File: config.mk
export PLATFORM = sky130hd
export DESIGN_NAME = frame_track_flat
export DESIGN_NICKNAME = d
export VERILOG_FILES = /design/src/rtl/frame_pkg.sv /design/src/rtl/frame_track_if.sv /design/src/rtl/scan2d.sv /design/src/rtl/frame_track.sv /design/src/flat_wrapper.sv
export SDC_FILE = /design/constraint.sdc
export NUM_CORES = 1
export LEC_CHECK = 0
export CAP_MARGIN = 15
export CELL_PAD_IN_SITES_DETAIL_PLACEMENT = 2
export CELL_PAD_IN_SITES_GLOBAL_PLACEMENT = 2
export CORE_ASPECT_RATIO = 0.5
export CORE_MARGIN = 4
export CORE_UTILIZATION = 35
export CTS_CLUSTER_DIAMETER = 200
export DETAILED_ROUTE_END_ITERATION = 8
export HOLD_SLACK_MARGIN = 0.12
export PLACE_DENSITY = 0.79
export RECOVER_POWER = 25
export SYNTH_ARGS = -nofsm -noshare
export SYNTH_HDL_FRONTEND = slang
export SYNTH_SLANG_ARGS = --single-unit
File: constraint.sdc
create_clock -name clk -period 9.9 [get_ports clk]
set_input_delay 1.485 -clock clk [delete_from_list [all_inputs] [get_ports clk]]
set_output_delay 1.485 -clock clk [all_outputs]
set_load 0.05 [all_outputs]
File: src/rtl/frame_pkg.sv
// Shared types, default sizes and rotation index helpers for the frame tracker
// and the window writer that feeds it.
package frame_pkg;

    localparam int WIN_DEF = 5;
    localparam int CW_DEF  = 3;

    typedef enum logic [1:0] {IDLE, CHECK, BUILD, DONE} state_t;
    typedef enum logic [1:0] {CMD_NONE, CMD_CW, CMD_CCW, CMD_RSV} cmd_t;

    // Both helpers return the flat row-major index (row*win + col) of the
    // source cell of the unrotated mask that lands on (r, c).
    function automatic int rot_cw_idx(input int win, input int r, input int c);
        return (win - 1 - c) * win + r;
    endfunction

    function automatic int rot_ccw_idx(input int win, input int r, input int c);
        return c * win + (win - 1 - r);
    endfunction

endpackage

File: src/rtl/frame_track_if.sv
// Request/result bundle between the window writer (master) and frame_track (slave).
interface frame_track_if import frame_pkg::*; #(
    parameter int WIN = WIN_DEF,
    parameter int CW  = CW_DEF
);
    // Handshake: a start is a frame_ready pulse seen while busy is low; it is
    // taken on that edge and never queued. The result is valid when
    // track_complete pulses for one cycle, and it then holds until the next start.
    logic                              frame_ready;
    logic [1:0]                        cmd;
    logic [WIN-1:0][WIN-1:0][CW-1:0]   c_frame;
    logic [WIN-1:0][WIN-1:0]           piece_mask;
    logic [CW-1:0]                     piece_color;
    logic [WIN-1:0][WIN-1:0][CW-1:0]   n_frame;
    logic [WIN-1:0][WIN-1:0]           n_mask;
    logic                              rot_ok;
    logic                              track_complete;
    logic                              busy;

    modport master (
        output frame_ready, cmd, c_frame, piece_mask, piece_color,
        input  n_frame, n_mask, rot_ok, track_complete, busy
    );

    modport slave (
        input  frame_ready, cmd, c_frame, piece_mask, piece_color,
        output n_frame, n_mask, rot_ok, track_complete, busy
    );

endinterface

File: src/rtl/scan2d.sv
// Row-major cell scanner over a WIN x WIN window; column advances fastest.
module scan2d #(
    parameter int WIN   = 5,
    parameter int CNT_W = $clog2(WIN)
) (
    input  logic             clk,
    input  logic             rst,
    input  logic             i_clr,
    input  logic             i_en,
    output logic [CNT_W-1:0] o_row,
    output logic [CNT_W-1:0] o_col,
    output logic             o_last
);

    logic [CNT_W-1:0] r_row;
    logic [CNT_W-1:0] r_col;

    always_ff @(posedge clk or posedge rst) begin
        if (rst) begin
            r_row <= '0;
            r_col <= '0;
        end else if (i_clr) begin
            r_row <= '0;
            r_col <= '0;
        end else if (i_en) begin
            if (r_col == CNT_W'(WIN - 1)) begin
                r_col <= '0;
                r_row <= (r_row == CNT_W'(WIN - 1)) ? '0 : r_row + 1'b1;
            end else begin
                r_col <= r_col + 1'b1;
            end
        end
    end

    assign o_row  = r_row;
    assign o_col  = r_col;
    assign o_last = (r_row == CNT_W'(WIN - 1)) && (r_col == CNT_W'(WIN - 1));

endmodule

File: src/rtl/frame_track.sv
// Rotates the active piece inside a captured window, checks it cell by cell
// against locked cells, and builds the updated frame or rejects the move.
module frame_track import frame_pkg::*; #(
    parameter int WIN = WIN_DEF,
    parameter int CW  = CW_DEF
) (
    input  logic                clk,
    input  logic                rst,
    frame_track_if.slave        bus,
    output state_t              o_dbg_state
);

    localparam int CNT_W = $clog2(WIN);
    localparam int IDX_W = $clog2(WIN * WIN);

    state_t                          r_state;
    state_t                          w_next;
    logic [WIN-1:0][WIN-1:0][CW-1:0] r_frame;
    logic [WIN-1:0][WIN-1:0][CW-1:0] r_n_frame;
    logic [WIN*WIN-1:0]              r_mask;
    logic [WIN*WIN-1:0]              r_n_mask;
    logic [CW-1:0]                   r_color;
    cmd_t                            r_cmd;
    logic                            r_rot_ok;

    logic [CNT_W-1:0] w_row;
    logic [CNT_W-1:0] w_col;
    logic             w_last;
    logic             w_clr;
    logic             w_en;
    logic [IDX_W-1:0] w_k;
    logic [IDX_W-1:0] w_src;
    logic             w_rot;
    logic             w_cell_mask;
    logic             w_collide;

    scan2d #(.WIN(WIN)) u_scan (
        .clk    (clk),
        .rst    (rst),
        .i_clr  (w_clr),
        .i_en   (w_en),
        .o_row  (w_row),
        .o_col  (w_col),
        .o_last (w_last)
    );

    // Rotated-mask bit for the current cell, pulled from the latched mask.
    always_comb begin
        w_k = IDX_W'(int'(w_row) * WIN + int'(w_col));
        case (r_cmd)
            CMD_CW:  w_src = IDX_W'(rot_cw_idx(WIN, int'(w_row), int'(w_col)));
            CMD_CCW: w_src = IDX_W'(rot_ccw_idx(WIN, int'(w_row), int'(w_col)));
            default: w_src = w_k;
        endcase
        w_rot       = r_mask[w_src];
        w_cell_mask = r_mask[w_k];
        w_collide   = w_rot && !w_cell_mask && (r_frame[w_row][w_col] != '0);
    end

    always_ff @(posedge clk or posedge rst) begin
        if (rst) r_state <= IDLE;
        else     r_state <= w_next;
    end

    always_comb begin
        w_next = r_state;
        w_clr  = 1'b0;
        w_en   = 1'b0;
        case (r_state)
            IDLE: begin
                w_clr = 1'b1;
                if (bus.frame_ready) w_next = CHECK;
            end
            CHECK: begin
                if (w_collide) begin
                    w_next = DONE;
                end else if (w_last) begin
                    w_next = BUILD;
                    w_clr  = 1'b1;
                end else begin
                    w_en = 1'b1;
                end
            end
            BUILD: begin
                w_en = 1'b1;
                if (w_last) w_next = DONE;
            end
            default: w_next = IDLE;
        endcase
    end

    always_ff @(posedge clk or posedge rst) begin
        if (rst) begin
            r_frame   <= '0;
            r_mask    <= '0;
            r_color   <= '0;
            r_cmd     <= CMD_NONE;
            r_n_frame <= '0;
            r_n_mask  <= '0;
            r_rot_ok  <= 1'b0;
        end else begin
            case (r_state)
                IDLE: begin
                    if (bus.frame_ready) begin
                        r_frame <= bus.c_frame;
                        r_mask  <= bus.piece_mask;
                        r_color <= bus.piece_color;
                        r_cmd   <= cmd_t'(bus.cmd);
                    end
                end
                CHECK: begin
                    if (w_collide) begin
                        r_rot_ok  <= 1'b0;
                        r_n_frame <= r_frame;
                        r_n_mask  <= r_mask;
                    end
                end
                BUILD: begin
                    // Old piece cells are vacated unless the rotated piece reoccupies them.
                    r_n_frame[w_row][w_col] <= w_rot ? r_color :
                                               (w_cell_mask ? '0 : r_frame[w_row][w_col]);
                    r_n_mask[w_k] <= w_rot;
                    if (w_last) r_rot_ok <= 1'b1;
                end
                default: ;
            endcase
        end
    end

    assign bus.n_frame        = r_n_frame;
    assign bus.n_mask         = r_n_mask;
    assign bus.rot_ok         = r_rot_ok;
    assign bus.track_complete = (r_state == DONE);
    assign bus.busy           = (r_state != IDLE);
    assign o_dbg_state        = r_state;

endmodule

File: src/flat_wrapper.sv
// flat-port wrapper written by rule: the top's interface ports become plain ports
module frame_track_flat import frame_pkg::*;
#(
    parameter int WIN = WIN_DEF,
    parameter int CW  = CW_DEF
)
  (clk, rst, o_dbg_state, bus_frame_ready, bus_cmd, bus_c_frame, bus_piece_mask, bus_piece_color, bus_n_frame, bus_n_mask, bus_rot_ok, bus_track_complete, bus_busy);
  frame_track_if #(.WIN(WIN), .CW(CW)) bus_i ();
  input  logic clk;
  input  logic rst;
  output state_t o_dbg_state;
  input wire logic [$bits(bus_i.frame_ready)-1:0] bus_frame_ready;
  input wire logic [$bits(bus_i.cmd)-1:0] bus_cmd;
  input wire logic [$bits(bus_i.c_frame)-1:0] bus_c_frame;
  input wire logic [$bits(bus_i.piece_mask)-1:0] bus_piece_mask;
  input wire logic [$bits(bus_i.piece_color)-1:0] bus_piece_color;
  output wire logic [$bits(bus_i.n_frame)-1:0] bus_n_frame;
  output wire logic [$bits(bus_i.n_mask)-1:0] bus_n_mask;
  output wire logic [$bits(bus_i.rot_ok)-1:0] bus_rot_ok;
  output wire logic [$bits(bus_i.track_complete)-1:0] bus_track_complete;
  output wire logic [$bits(bus_i.busy)-1:0] bus_busy;
  assign bus_i.frame_ready = bus_frame_ready;
  assign bus_i.cmd = bus_cmd;
  assign bus_i.c_frame = bus_c_frame;
  assign bus_i.piece_mask = bus_piece_mask;
  assign bus_i.piece_color = bus_piece_color;
  assign bus_n_frame = bus_i.n_frame;
  assign bus_n_mask = bus_i.n_mask;
  assign bus_rot_ok = bus_i.rot_ok;
  assign bus_track_complete = bus_i.track_complete;
  assign bus_busy = bus_i.busy;
  frame_track #(.WIN(WIN), .CW(CW)) u_core (.clk(clk), .rst(rst), .bus(bus_i), .o_dbg_state(o_dbg_state));
endmodule
* Yosys cells after proc, flatten, opt, wreduce, memory -nomap -nowiden *
Index checks and enable logic that the tools add are counted.

operators by class
  add/sub/neg operators = 7
  $mul = 3
  $lt $le $gt $ge = 7
  eq/ne operators = 11
  multiplexer cells = 44
  reduce and logical (&&, ||, !) cells = 18

operators with widths
  kind                                                         count
  one-hot mux 75 bit (2 select lines)                          1
  bitwise mux 75 bit                                           1
  two-way mux 75 bit                                           1
  one-hot mux 25 bit (2 select lines)                          1
  binary-select mux 15 bit (select 3 bit)                      1
  demux 15 bit (select 3 bit)                                  1
  two-way mux 3 bit                                            11
  multiplier 32 x 4 -> 5 bit (second input constant)           1
  two-way mux 15 bit                                           2
  bitwise mux 25 bit                                           1
  two-way mux 25 bit                                           1
  less-than comparator 5 x 6 -> 1 bit (second input constant)  2
  adder 5 x 4 -> 5 bit                                         2
  binary-select mux 1 bit (select 5 bit)                       2
  multiplier 3 x 3 -> 5 bit (second input constant)            2
  one-hot mux 5 bit (2 select lines)                           1
  binary-select mux 3 bit (select 3 bit)                       1
  demux 3 bit (select 3 bit)                                   1
  two-way mux 1 bit                                            9
  less-than comparator 3 x 4 -> 1 bit (second input constant)  2
  two-way mux 2 bit                                            4
  nonzero test 2 bit                                           4
  subtractor 3 x 3 -> 4 bit (first input constant)             2
  adder 3 x 1 -> 3 bit (second input constant)                 2
  other kinds (18)                                             34

storage, ports and cells
  register bits after elaboration = 214
  input port bits = 108
  output and inout bits = 105
  word-level logic and storage cells = 148

* Logic depth before layout (Yosys ltp) *
  depth after elaboration = 12
  gate-level depth with buffers = 17
  depth with buffers taken out = 15

* Cells and area by module *
From an unflattened synthesis, not the netlist that was laid out.

unflattened totals
  cells, all modules = 1071
  area total of the unflattened synthesis = 12085.3 µm²

by module, submodules not included
  module       instances  cells each  area each (µm²)  seq. area each (µm²)
  frame_track  1          1033        11738.8          5205.0
  scan2d       1          38          346.6            150.1

* Least setup slack after synthesis *
No wires, ideal clock.

  path kind = register -> register
  start point = register u_core.u_scan.r_col[1] (netlist: u_core.u_scan.o_col[1])
  end point = register u_core.r_n_frame (netlist bit u_core.bus.n_frame[10])
  setup time = 0.125 ns
  arrival = 4.422 ns
  data required time = 9.775 ns
  slack = 5.353 ns
  stages on the path, launching flop included = 18
  buffers on the path = 3
  clock period less this slack = 4.547 ns
  cells stage by stage = dfrtp_1 > clkbuf_1 > inv_1 > ha_1 > ha_1 > xor2_1 > ha_1 > fa_1 > a221oi_1 > nor2_1 > a22oi_1 > o211ai_1 > a32oi_1 > buf_2 > mux2i_2 > buf_2 > o2bb2ai_1 > mux2_2

between the ends
  word-level cells in the longest chain between the ends = 10
  elaborated cells on any way between the ends = 30
  classes of those cells = add/sub: 4; mul: 2; order compare: 2; eq/ne: 1; mux: 15; reduce/logical: 6

RTL lines
  item                                     RTL line            text
  start: declaration                       scan2d.sv:16        logic [CNT_W-1:0] r_col;
  start signal: assignment                 scan2d.sv:30        r_col <= r_col + 1'b1;
  subtractor 3 x 3 -> 4 bit                frame_pkg.sv:14     return (win - 1 - c) * win + r;
  multiplier 32 x 4 -> 5 bit               frame_pkg.sv:14
  adder 5 x 4 -> 5 bit                     frame_pkg.sv:14
  one-hot mux 5 bit (2 select lines)       frame_track.sv:50   case (r_cmd)
  binary-select mux 1 bit (select 5 bit)   frame_track.sv:55   w_rot = r_mask[w_src];
  two-way mux 1 bit (not written as such)  frame_track.sv:55
  logical AND 1 bit (2 in series)          frame_track.sv:57   w_collide = w_rot && !w_cell_mask && (r_frame[w_row][w_col] != '0);
  != test 2 x 1 -> 1 bit (no line)         -
  AND reduction 2 bit (no line)            -
  end signal: assignment                   frame_track.sv:114  r_n_frame <= r_frame;
  end signal: indexed assignment           frame_track.sv:120  r_n_frame[w_row][w_col] <= w_rot ? r_color :
  end: declaration                         frame_track.sv:19   logic [WIN-1:0][WIN-1:0][CW-1:0] r_n_frame;

Parallel ways exist; a longest one is shown, timed or not. The select of a mux whose other input is x is not followed.
A chain may end at the register's enable or synchronous reset.

==> impl_metrics.ini <==
[status]
outcome = finished, violations left
failed_checks = capacitance limit, slew limit

[yosys]
ys.flop_type = dfrtp_1
synth_area_per_cell_um2 = 11.6
synthDistinctLibCells = 61
yosysSeqAreaShare = 0.454
syn_inst = 1020
synth_mux_area_frac = 0.233
yosys.area.top_type = dfrtp_1
yosysWarnings = 0
yosys-top-cells-area = dfrtp_1 (45%), mux2_2 (17%), o2bb2ai_1 (5.6%)
synthSimpleGateAreaFrac = 0.0693
synth_compound_area_frac = 0.160
syn-num-nets = 1165
synthAdderAreaFrac = 0.0418
ys_seq_elements = 214
synth_xor_area_frac = 0.00859
synth_top_family_by_area = multiplexers
synth_edf_count = 0
synth_area_mm2 = 0.0118
synthArstFlopShare = 1.00
synth_top_area_share = 0.454

[floorplan]
dieArea_mm2 = 0.0369
initial_core_util = 0.356
die_w_um = 268
num_rows = 47
core-area_mm2 = 0.0332
die_h_um = 138
pin_count = 213

[pwr]
p_per_area_mw_per_mm2 = 118
p_total_mw = 1.78
leakagePower_nw = 6.65
vdd_drop_max_v = 0.000106

[timing]
finClkSkew_ps = 20.2
min_period_ps = 7010
tns_ps = 0
rsz0062_at_grt = false
setup_viol = 0
hold_viol = 0
fin_crit_sh = 0.708
drv_slew = 149
max_slew.worst_pin.slew_ps = 5870
max_freq_mhz = 143
slew_headroom = -2.91

[routing]
finalWirelength_um = 45200
post-route-drc-count = 0
vias = 9520
wl_per_cell_um = 27.3
drt-vias-per-instance = 5.75
first_pass_iters = 4
drt-initial-drc-count = 641
ant_nets = 0

[grt]
grt_max_degree = 149
grt_pass1_vias = 10500
grt.overflow.total = 0
grtUsageTotal = 0.240
grt_pass1_wl_um = 67600
antenna_found_initial = 0

[finish]
final_common_cell = dfrtp_1
final_cell_mix = dfrtp_1 (214), clkdlybuf4s50_1 (210), mux2_2 (183)
fin_nets = 1346
area_growth_pct = 27.4
drive_gt1_frac = 0.212
antennaDiodeCount = 0
fillCellCount = 3288

[setup_path]
cp.arrival_ps = 6200
critical_path_peak_fanout = 148
cp_num_buf_inv = 2
crit_slowest_cell = inv_1
reg2reg_slack_ps = 3740
worstSetupPathType = input port to async pin
reg2reg_to = u_core.bus.n_frame[54]
path_delay_family = buffers and inverters
critical_path_depth = 2
path_cells = dlygate4sd3_1, inv_1
cp-startpoint = rst
end_kind = async pin
critPathCapture = u_core.r_frame[74]
slowest_delay_ps = 4070
r2r-start = u_core.u_scan.o_row[0]
start_kind = input port
worstRegToRegCells = 14
required_ps = 9100

[clock_network]
cts_tree = yes
cts_resized = 0
htreeDepth = 1
clockRootBuffer = clkbuf_16
clk_latency_ps = 530
cts.sinks = 214
cts.hold.buffers_added = 0
cts_setup_buffers = 0
cts.clk_slew.worst_paths_ps = 60
numCtsBuffers = 22
cts_buffer_depth = 3

[worst_hold_path]
hp-class = flip-flop to flip-flop

[placement]
io_buffers = 212
routabilityCongestion = 0.870
dp_hpwl_um = 32100

[job]
maxCapViolCount = 1
## report_power, final
part	switching (mW)	internal, mW	total (mW)
clock	0.367	0.473	0.841
sequential	0	0.874	0.874
combinational	0.0253	0.0372	0.0625
## worst min-delay path by stage
stage / end / from / cells past startpoint
2_1_floorplan: u_core.bus.n_mask[0] / u_core.r_mask[0] / 2
3_3_place_gp: u_core.bus.n_frame[50] / u_core.bus.n_frame[50] / 1
3_5_place_dp: u_core.bus.n_mask[13] / u_core.bus.n_mask[13] / 1
4_1_cts: u_core.bus.n_frame[6] / u_core.bus.n_frame[6] / 1
5_1_grt: u_core.bus.n_frame[15] / u_core.bus.n_frame[15] / 1
6_report: u_core.bus.n_frame[6] / u_core.bus.n_frame[6] / 1
## through the flow
step           setup WS [ps]  area, um^2  instances   util  hold WS, ps
6_report                2890       15000       1655  0.453          514
5_1_grt                 1820       15000       1655  0.453          535
4_1_cts                 3880       15000       1655  0.453          514
3_5_place_dp            3930       14300       1618  0.432          498
3_3_place_gp            4130       14300       1618  0.432          515
2_1_floorplan           2560       11800       1020      -          484
## logic make-up after synthesis
logic type	count (synthesis)
AND/OR/NAND/NOR	175
XOR/XNOR	10
AO/OA/AOI/OAI	256
multiplexers	234
buffers and inverters	94
adder cells (fa/ha/maj)	37
flip-flops	214
## final cells by class
cell class / instances / area, um^2 / share of cell area
Clock buffer: 32 / 679 / 0.0452
Clock inverter: 5 / 27.5 / 0.00183
Inverter: 27 / 101 / 0.00674
Multi-Input combinational cell: 712 / 6100 / 0.406
Sequential cell: 214 / 5360 / 0.356
Tap cell: 441 / 552 / 0.0367
Timing Repair Buffer: 224 / 2210 / 0.147
## per-layer routing
layer,track usage,routed length [um],vias to the layer above
met5,0,0,-
met4,0.0472,858,0
met3,0.0294,1620,59
met2,0.439,23200,204
met1,0.311,19500,5066
li1,-,-,4191
## Yosys cell counts, types with 3 or more instances
cell         n
dfrtp_1    214
a211oi_1     3
a31oi_1      4
mux4_2      13
nand3_1     17
mux2i_2      3
and2_1       5
nor3_1      13
buf_2       24
o21a_1       4
o21ai_0     64
fa_1         4
buf_4        3
a221o_1     19
a21oi_1     18
xor2_1       7
mux2_2     183
or3_1        4
buf_1       10
a21boi_0    10
inv_1       24
nor2_1      31
clkinv_1     3
a32oi_1      3
a221oi_1     4
mux2i_1     35
ha_1        33
o31ai_1      5
o221ai_1     6
o2bb2ai_1   76
a21boi_1    10
a211o_1      6
nand4_1      5
nand2_1     73
a31o_2       3
clkbuf_1    30
and3_1       4
nor2b_1      6
or2_2        3
nand2b_1     5
o211ai_1     4
## state kept, by name, indices dropped and copies added (netlist names)
register and flops:
u_core.bus.rot_ok 1, u_core.u_scan.o_col 3, u_core.r_color 3, u_core.bus.n_frame 75
u_core.o_dbg_state 2, u_core.r_mask 25, u_core.r_cmd 2, u_core.r_frame 75
u_core.u_scan.o_row 3, u_core.bus.n_mask 25
Power figures use the tool's default switching activity.
